===== config.mk =====
export PLATFORM = sky130hd
export DESIGN_NAME = iot_event_gen
export DESIGN_NICKNAME = d
export VERILOG_FILES = /design/src/rtl/iot_event_gen.sv
export SDC_FILE = /design/constraint.sdc
export NUM_CORES = 1
export LEC_CHECK = 0
export CAP_MARGIN = 15
export CELL_PAD_IN_SITES_DETAIL_PLACEMENT = 1
export CELL_PAD_IN_SITES_GLOBAL_PLACEMENT = 1
export CORE_AREA = 2 2 61 91
export CTS_CLUSTER_DIAMETER = 200
export DETAILED_ROUTE_END_ITERATION = 8
export DIE_AREA = 0 0 63 93
export PLACE_DENSITY_LB_ADDON = 0.3
export SLEW_MARGIN = 20
export SYNTH_ARGS = -nofsm -noshare
export SYNTH_HDL_FRONTEND = slang
export SYNTH_SLANG_ARGS = --single-unit

===== constraint.sdc =====
create_clock -name clk -period 4.4 [get_ports clk]
set_input_delay 1.32 -clock clk [delete_from_list [all_inputs] [get_ports clk]]
set_output_delay 1.32 -clock clk [all_outputs]
set_load 0.02 [all_outputs]

===== src/rtl/iot_event_gen.sv =====
// Serialises net per-device status changes into one change/on_off event per clock,
// using a round-robin arbiter over devices whose level differs from the last report.
module iot_event_gen #(
    parameter int unsigned N_DEV = 8,
    parameter int unsigned ID_W  = 3
) (
    input  logic              clk,
    input  logic              rst,
    input  logic [N_DEV-1:0]  dev_status,
    input  logic              hold,
    output logic              change,
    output logic              on_off,
    output logic [ID_W-1:0]   dev_id,
    output logic              busy
);

    logic [N_DEV-1:0] status_q, status_d;
    logic [N_DEV-1:0] reported_q, reported_d;
    logic [ID_W-1:0]  ptr_q, ptr_d;
    logic             change_q, change_d;
    logic             on_off_q, on_off_d;
    logic [ID_W-1:0]  dev_id_q, dev_id_d;
    logic             busy_q, busy_d;

    logic [N_DEV-1:0] pending;
    logic [N_DEV-1:0] grant_mask;
    logic [ID_W-1:0]  grant_idx;
    logic             grant_vld;

    assign pending = status_q ^ reported_q;

    // First pending device at or above ptr, wrapping past the top index.
    always_comb begin
        int unsigned idx;
        logic [ID_W-1:0] idx_w;
        grant_vld  = 1'b0;
        grant_idx  = '0;
        grant_mask = '0;
        idx        = 0;
        idx_w      = '0;
        for (int unsigned i = 0; i < N_DEV; i++) begin
            idx = 32'(ptr_q) + i;
            if (idx >= N_DEV) begin
                idx = idx - N_DEV;
            end
            idx_w = ID_W'(idx);
            if (!grant_vld && pending[idx_w]) begin
                grant_vld  = 1'b1;
                grant_idx  = idx_w;
            end
        end
        if (grant_vld && !hold) begin
            grant_mask[grant_idx] = 1'b1;
        end
    end

    always_comb begin
        int unsigned nxt;
        status_d   = dev_status;
        reported_d = reported_q;
        ptr_d      = ptr_q;
        change_d   = 1'b0;
        on_off_d   = on_off_q;
        dev_id_d   = dev_id_q;
        nxt        = 0;
        if (grant_vld && !hold) begin
            nxt = 32'(grant_idx) + 1;
            if (nxt >= N_DEV) begin
                nxt = 0;
            end
            change_d              = 1'b1;
            on_off_d              = status_q[grant_idx];
            dev_id_d              = grant_idx;
            reported_d[grant_idx] = status_q[grant_idx];
            ptr_d                 = ID_W'(nxt);
        end
        busy_d = |(pending & ~grant_mask);
    end

    always_ff @(posedge clk) begin
        if (rst) begin
            status_q   <= '0;
            reported_q <= '0;
            ptr_q      <= '0;
            change_q   <= 1'b0;
            on_off_q   <= 1'b0;
            dev_id_q   <= '0;
            busy_q     <= 1'b0;
        end else begin
            status_q   <= status_d;
            reported_q <= reported_d;
            ptr_q      <= ptr_d;
            change_q   <= change_d;
            on_off_q   <= on_off_d;
            dev_id_q   <= dev_id_d;
            busy_q     <= busy_d;
        end
    end

    assign change = change_q;
    assign on_off = on_off_q;
    assign dev_id = dev_id_q;
    assign busy   = busy_q;

endmodule


# After elaboration in Yosys (flattened, before gate mapping)
# Cells that the tools add are included.
# W data, S select, Z words.
op_classes:
  reduce_logical: 18
  n_bitwise: 3
  magnitude_cmp: 19
  mux: 48
  n_addsub: 16
ops:
  columns: ["op", "count"]
  rows:
  - ["$mux W3", 17]
  - ["$lt A3 B4 Y1 const B", 9]
  - ["$ge A4 B4 Y1 const B", 8]
  - ["$bmux W1 S3", 9]
  - ["$sub A3 B1 Y3 const B", 8]
  - ["$mux W1", 19]
  - ["$add A3 B3 Y4 const B", 4]
  - ["$logic_and A1 B1 Y1", 9]
  - ["$add A3 B1 Y4 const B", 2]
  - ["$add A3 B2 Y4 const B", 2]
  - ["$and A8 B8 Y8", 1]
  - ["$bwmux W8", 1]
  - ["$logic_not A1 Y1", 8]
  - ["$mux W8", 1]
  - ["$not A8 Y8", 1]
  - ["$reduce_or A8 Y1", 1]
  - ["$xor A8 B8 Y8", 1]
  - ["$ge A3 B4 Y1 const B", 1]
  - ["$demux W1 S3", 1]
  - ["$ge A3 B1 Y1 const B", 1]
word_totals:
  inputBits: 11
  output_inout_bits: 6
  elab_cells: 111
  ff_bits: 25

# Depth between registers and ports, before layout
# Gate-level depths: netlist (run 1).
depth:
  depth_word: 34
  depth_mapped: 17
  depth_no_buf: 14

# Worst setup path after synthesis (run 1)
# OpenSTA, ideal clock, no wires.
synth_path:
  kind: "flip-flop to flip-flop"
  start: "reg ptr_q[1]"
  end: "reg on_off_q, in the netlist on_off"
  path_buffers: 2
  slack_ns: 0.609
  period_less_slack_ns: 3.791
  stages_incl_launch_ff: 14
  t_arrival_ns: 3.659
  required_time_ns: 4.267
  setup_time_ns: 0.133
  cell_sequence: "dfxtp_1 clkbuf_1 clkinv_1 ha_1 buf_1 inv_1 mux4_2 o21bai_1 a221oi_2 o22ai_1 o32ai_4 mux4_2 nor3_1 nor4_2"
synth_via:
  elab_chain_cells: 28
  word_cells_on_any_way: 80
  cone_classes: "add/sub (15); order compare (8); mux (42); reduce/logical (15)"
synth_lines:
  columns: ["element", "line", "text"]
  rows:
  - ["start, declared", "19", "logic [ID_W-1:0] ptr_q, ptr_d;"]
  - ["start signal, assigned", "92", "ptr_q <= ptr_d;"]
  - ["branches (longest 28 deep; another with $add A3 B1 Y4)", null, null]
  - ["end signal, assigned", "94", "on_off_q <= on_off_d;"]
  - ["end, declared", "21", "logic on_off_q, on_off_d;"]
# Parallel ways; which one is timed is not known. The select of a mux whose other input is x is not followed.
# A chain may end at the register's enable or synchronous reset.

# Worst setup path after layout (run 1)
layout_path:
  start: "reg ptr_q[1]"
  end: "reg reported_q[2]"
layout_via:
  elab_chain_cells: 31
  word_cells_on_any_way: 86
  cone_classes: "add/sub (15); order compare (10); mux (45); reduce/logical (16)"
layout_lines:
  columns: ["element", "line", "text"]
  rows:
  - ["branches (longest 31 deep; another with $add A3 B1 Y4)", null, null]
  - ["end signal, assigned", "91", "reported_q <= reported_d;"]
  - ["end, declared", "18", "logic [N_DEV-1:0] reported_q, reported_d;"]
# Parallel ways; which one is timed is not known. The select of a mux whose other input is x is not followed.

==> reports/results.ini, run 1 <==
[outcome]
status = finished, final reports clean

[clock_tree]
tritoncts = done
clock_latency_ps = 280
cts_buffer_depth = 2
cts_resized = 0
cts_hold_buf = 0
clkSlewWorstSetupHoldPaths_ps = 90
htreeDepth = 1
cts_sinks = 25
cts_setup_buffers = 0
numCtsBuffers = 3
clockRootBuffer = clkbuf_8

[logic_synthesis]
synth_enable_flop_cells = 0
synth-async-reset-ratio_pct = 0
syn_area_mm2 = 0.002203
synth_area_per_cell_um2 = 9.030
ys_types = 55
ys_seq_area_share_pct = 22.71
yosys-top-cells-area = dfxtp_1 (23%), mux4_2 (14%), mux2i_1 (8.2%), nor2_1 (4.3%), xnor2_1 (3.6%)
synth_top_cell_area_share_pct = 22.71
synthFlopType = dfxtp_1
ys_warn_count = 0
syn_inst = 244
synth-seq-cells = 25
synth.top_cells.by_count = dfxtp_1 (25), nor2_1 (25), mux2i_1 (18), mux4_2 (14), nand2_1 (14)
synth_nets = 258
synth_top_area_cell = dfxtp_1

[die]
fp.coreArea_mm2 = 0.005085
initial_utilization_pct = 43.33
rows = 32
die_w_um = 63
die_h_um = 93
pin_count = 17
die_area_mm2 = 0.005859

[timing]
fin_crit_sh_pct = 91.25
period_minus_slack_ps = 4015
worst_clock_skew_ps = 9.411
hold_viol_final = 0
rsz0062_at_grt = no
max_clock_freq_ghz = 0.2491
final.setup.tns_ps = 0
setup_viol = 0
relSlewSlack_pct = 40.27
max_slew.worst_pin.slew_ps = 893.2
slew_viol_final = 0

[drt]
drt-total-wl_um = 6899
drc = 0
wl_per_cell_um = 20.53
postRouteAntennaNets = 0
drtIter0Drc = 82
avgViaCountPerCell = 6.333
num_vias = 2128
dr.pass1.iters = 4

[worst_setup_path]
reg2reg_from = ptr_q[1]
r2r_slack_ps = 380
crit_required_ps = 4540
path_max_fanout = 16
r2r_end = reported_q[2]
endpoint_kind = register
r2r_cells = 12
cp.arrival_ps = 4160
crit_path_start_kind = register
path_class = register to register

[layout]
postLayoutCoreUtil_pct = 50.69
area_growth_syn_to_layout_pct = 16.98
finalInstanceArea_mm2 = 0.002577
final_nets = 283
drive_gt1_share_pct = 17.54
antenna_cells = 0

[placement]
port_buffers = 16
dp_hpwl_um = 5683
dpl_cell_area_mm2 = 0.002520
gp_congestion = 0.9377

[global_route]
antenna_found_initial = 0
grt.total_usage_pct = 25.64
first_global_vias = 2263
overflow = 0
grt_pass1_wl_um = 11440
grt_start_max_net_pins = 26

[hold_path]
min_to = dev_id[0]
min_from = dev_id[0]
hold_class = register to register
holdPathStages = 2

[power]
ir_drop_v = 0.0003909
p_leak_uw = 0.0009874
power_density_mw_per_mm2 = 859.7

[job]
maxCapViolCount = 0

power by group:
group          internal, uW  switching [uW]
combinational           759             992
clock                  64.3            77.3
sequential              273            50.6
metrics by stage:
stage | std cells | setup WS [ps] | power [uW] | hold WS (ps)
after global placement | 332 | 417.0 | 2004 | 453.6
after CTS | 336 | 242.9 | 2191 | 468.2
after detailed placement | 332 | 326.5 | 2045 | 454.2
after floorplan | 244 | 608.6 | 1556 | 524.5
after global routing | 336 | 124.4 | 2378 | 502.9
final | 336 | 385.0 | 2216 | 463.0
logic make-up after synthesis:
kind of cell,after synthesis,synth area share [%]
buf+inv,22,4.543
simple gates,85,19.87
fa+ha+maj,3,1.704
flops,25,22.71
mux,34,24.19
compound gates,57,19.82
xor+xnor,18,7.155
worst max-delay path, cell delays in order (launching register included):
cell      delay, ps
dfxtp_1         330
buf_4           190
ha_1            240
xnor2_1         480
mux4_2          410
mux2_2          340
and4_1          210
a21boi_0        180
o31ai_4         380
inv_1           270
nor4_1          540
mux2i_1         260
nor2_1           50
sequential cells by signal (all words and copies together) (netlist names):
| register | flops |
|---|---|
| reported_q | 8 |
| status_q | 8 |
| dev_id | 3 |
| ptr_q | 3 |
| busy | 1 |
| change | 1 |
| on_off | 1 |
cells in the final DEF (no fill, tap or decap), types with 3 or more instances in the layout:
cell	Yosys	routed
nor4_1	3	3
clkbuf_8	0	3
o22ai_1	8	8
o21ai_0	6	6
nand4_1	5	5
mux4_2	14	14
a41oi_1	3	3
xnor2_1	9	9
ha_1	3	3
nor2b_1	10	10
and2_1	4	4
nand2b_1	4	4
nor2_1	25	25
a211oi_1	7	7
a21oi_1	8	8
nand2_1	14	14
clkdlybuf4s50_1	0	16
xor2_1	9	9
nor3_1	7	7
inv_1	3	3
dfxtp_1	25	25
buf_4	2	19
mux2i_1	18	18
final cells by class:
class / instances / area [um2]
Clock buffer: 3 / 41.29
Clock inverter: 1 / 7.507
Fill cell: 620 / 2507
Inverter: 7 / 28.78
Multi-Input combinational cell: 197 / 1612
Sequential cell: 25 / 500.5
Tap cell: 68 / 85.08
Timing Repair Buffer: 35 / 302.8
per-layer routing:
layer / vias to the layer above / track usage [%] / routed length, um
li1: 981 / - / -
met1: 1039 / 24.98 / 2492
met5: - / 0 / 0
met2: 66 / 47.61 / 3680
met3: 42 / 2.166 / 149
met4: 0 / 22.41 / 577
worst max path at each step:
stage                   from             to  slack [ps]  cells after the start
finish              ptr_q[1]  reported_q[2]         380                     12
detailed placement  ptr_q[1]           busy         330                     12
global route        ptr_q[1]  reported_q[2]         120                     12
global placement    ptr_q[1]           busy         420                     12
CTS                 ptr_q[1]  reported_q[2]         240                     12
floorplan           ptr_q[1]         on_off         610                     13
Power figures use the tool's default switching activity.
==> run 2: changes to the inputs <==
CORE_AREA = 2 2 58 88   (was 2 2 61 91)
DIE_AREA = 0 0 60 90   (was 0 0 63 93)
GPL_TIMING_DRIVEN = 0   (was unset)
REMOVE_ABC_BUFFERS = 1   (was unset)
clock period = 4.9 ns   (was 4.4 ns; I/O delays follow)
==> run 2 against run 1 <==
Count of clock-buffer cells in the layout unchanged; cell area down 4.4%; clock power down 15%; power down 14%; flip-flop and latch count unchanged; via count down 6.1%; largest cell class unchanged; highest routed layer unchanged.
==> reports/results.ini, run 2 (synthesized netlist as in run 1, its figures left out) <==
[die]
die_area_mm2 = 0.005400  ; -7.8%
initial_utilization_pct = 46.95  ; +3.6 points
die_w_um = 60  ; -4.8%
rows = 31  ; -3.1%
fp.coreArea_mm2 = 0.004693  ; -7.7%
die_h_um = 90  ; -3.2%
pin_count = 17  ; unchanged

[power]
share_seq_of_total_power_pct = 16.7  ; +2.1 points
p_int_uw = 923.4  ; -16%
p_leak_uw = 0.0009160  ; -7.2%
p_clk_share_pct = 6.4  ; about the same
ir_drop_v = 0.0004426  ; +13%
p_sw_uw = 979.5  ; -13%
swShare_pct = 51.47  ; +0.95 points
combinationalPowerShare_pct = 76.9  ; -2.1 points
power_density_mw_per_mm2 = 772.4  ; -10%

[placement]
dp_hpwl_um = 4660  ; -18%
port_buffers = 16  ; unchanged
gp_congestion = 0.9057  ; -3.4%
place_ws_ps = 25.46  ; -301.1 ps

[timing]
period_minus_slack_ps = 4548  ; +533.1 ps
setup_ws_ps = 351.9  ; -33.13 ps
hold_viol_final = 0  ; unchanged
max_slew.worst_pin.slew_ps = 903.0  ; +9.823 ps
worst_clock_skew_ps = 7.127  ; -2.285 ps
slew_viol_final = 0  ; unchanged
max_clock_freq_ghz = 0.2199  ; -12%
fin_crit_sh_pct = 92.82  ; +1.6 points
rsz0062_at_grt = no
final.setup.tns_ps = 0  ; unchanged
setup_viol = 0  ; unchanged
relSlewSlack_pct = 39.61  ; -0.66 points

[worst_setup_path]
endpoint_kind = register
path_max_fanout = 17  ; +1
crit_slowest_cell = dfxtp_2
crit_chain = clkinvlp_4 -> ha_1 -> xor2_1 -> mux4_2 -> mux2i_1 -> and4_1 -> nand2b_1 -> a211oi_1 -> o32ai_4 -> nor4_1 -> a22o_1 -> a41oi_1
crit_required_ps = 5010  ; +470 ps
crit_path_max_incr_delay_ps = 560  ; +20 ps
cp.arrival_ps = 4660  ; +500 ps
path_delay_family = simple AND/OR/NAND/NOR gates
crit_path_start_kind = register
crit_buf_inv = 1  ; -1
path_class = register to register

[drt]
drtIter0Drc = 62  ; -24%
dr.pass1.iters = 4  ; unchanged
num_vias = 1998  ; -6.1%
wl_per_cell_um = 19.31  ; -6.0%
drt-total-wl_um = 6160  ; -11%
avgViaCountPerCell = 6.263  ; -1.1%
drc = 0  ; unchanged
postRouteAntennaNets = 0  ; unchanged

[global_route]
grt.total_usage_pct = 24.85  ; -0.79 points
grt_pass1_wl_um = 10580  ; -7.5%
first_global_vias = 2157  ; -4.7%
overflow = 0  ; unchanged
antenna_found_initial = 0  ; unchanged
grt_start_max_net_pins = 26  ; unchanged

[layout]
multiInputGateArea_mm2 = 0.001609  ; -0.16%
area_growth_syn_to_layout_pct = 11.81
final_common_cell = nor2_1
layout_common_cells = nor2_1 (25), dfxtp_1 (23), mux2i_1 (18), clkdlybuf4s50_1 (16)
drive_gt1_share_pct = 14.23  ; -3.3 points
fillers = 551  ; -11%
final_nets = 268  ; -5.3%
top_regs = reported_q: 8 flops, status_q: 8 flops
antenna_cells = 0  ; unchanged
final-seq-area_um2 = 503.0  ; +0.50%

[clock_tree]
cts_buffer_depth = 2  ; unchanged
cts_hold_buf = 0  ; unchanged
clkSlewWorstSetupHoldPaths_ps = 90  ; about the same
numCtsBuffers = 3  ; unchanged
htreeDepth = 1  ; unchanged
tritoncts = done
clock_latency_ps = 270  ; about the same
clockRootBuffer = clkbuf_8
cts_sinks = 25  ; unchanged

[hold_path]
hold_class = register to register

[job]
maxCapViolCount = 0  ; unchanged

[outcome]
status = finished, final reports clean

[run 2: cell count changes in the layout (fill, tap and decap cells not counted), sizes merged]
cell  delta
buf     -15
[run 2: path summary, 6_finish.rpt]
kind / startpoint / to / slack (ps) / depth (start not counted)
setup / recovery: ptr_q[1] / busy / 350 / 12
hold reg to reg: dev_id[0] / dev_id[0] / 490 / 2
hold / removal: dev_id[0] / dev_id[0] / 490 / 2
setup reg to reg: ptr_q[1] / busy / 350 / 12
[run 2: cell type report]
cell class / count / share of cell area [%]
clock buffer: 3 / 1.676
inverter: 7 / 1.320
clock inverter: 1 / 0.2031
sequential: 25 / 20.42
multi-input combinational: 197 / 65.31
timing repair buffer: 20 / 7.720
tap: 66 / 3.352
[run 2: layer usage]
metal | track usage, % | part of all wire (%) | vias to the layer above
li1 | - | - | 949
met3 | 1.439 | 2.4 | 19
met4 | 11.11 | 2.7 | 0
met2 | 43.75 | 55 | 46
met5 | 0 | 0 | -
met1 | 29.51 | 40 | 984
[run 2: repair_timing]
item	CTS	global route
resized for setup	0	3
setup buffers	4	0
pin swaps	1	0
endpoints found under the setup margin	1	12
endpoints found under the hold margin	0	0
[run 2: power groups by stage]
stage                     logic [uW]  registers, uW  clock network, uW
after CTS                       1440            316                123
after global routing            1580            326                130
after floorplan                 1010            325                  0
final                           1460            318                121
after global placement          1330            317                  0
after detailed placement        1360            320                  0
[run 2: metrics by stage]
| step | util, % | hold WS [ps] | power [uW] | std cells | instance area [um2] |
|---|---|---|---|---|---|
| floorplan | - | 520.5 | 1338 | 229 | 2132 |
| global placement | 50.60 | 451.2 | 1648 | 311 | 2375 |
| detailed placement | 50.73 | 481.9 | 1679 | 311 | 2381 |
| CTS | 52.36 | 497.4 | 1881 | 319 | 2457 |
| global route | 52.49 | 510.9 | 2040 | 319 | 2464 |
| finish | 52.49 | 490.6 | 1903 | 319 | 2464 |
[run 2: worst reg2reg max path: cells and delay by family (launching register included)]
family                   cells  cell delay [ps]
buffers and inverters        1              320
AO/OA/AOI/OAI                4              940
flip-flops                   1              560
adder cells (fa/ha/maj)      1              320
AND/OR/NAND/NOR              3             1090
XOR/XNOR                     1              340
multiplexers                 2              810
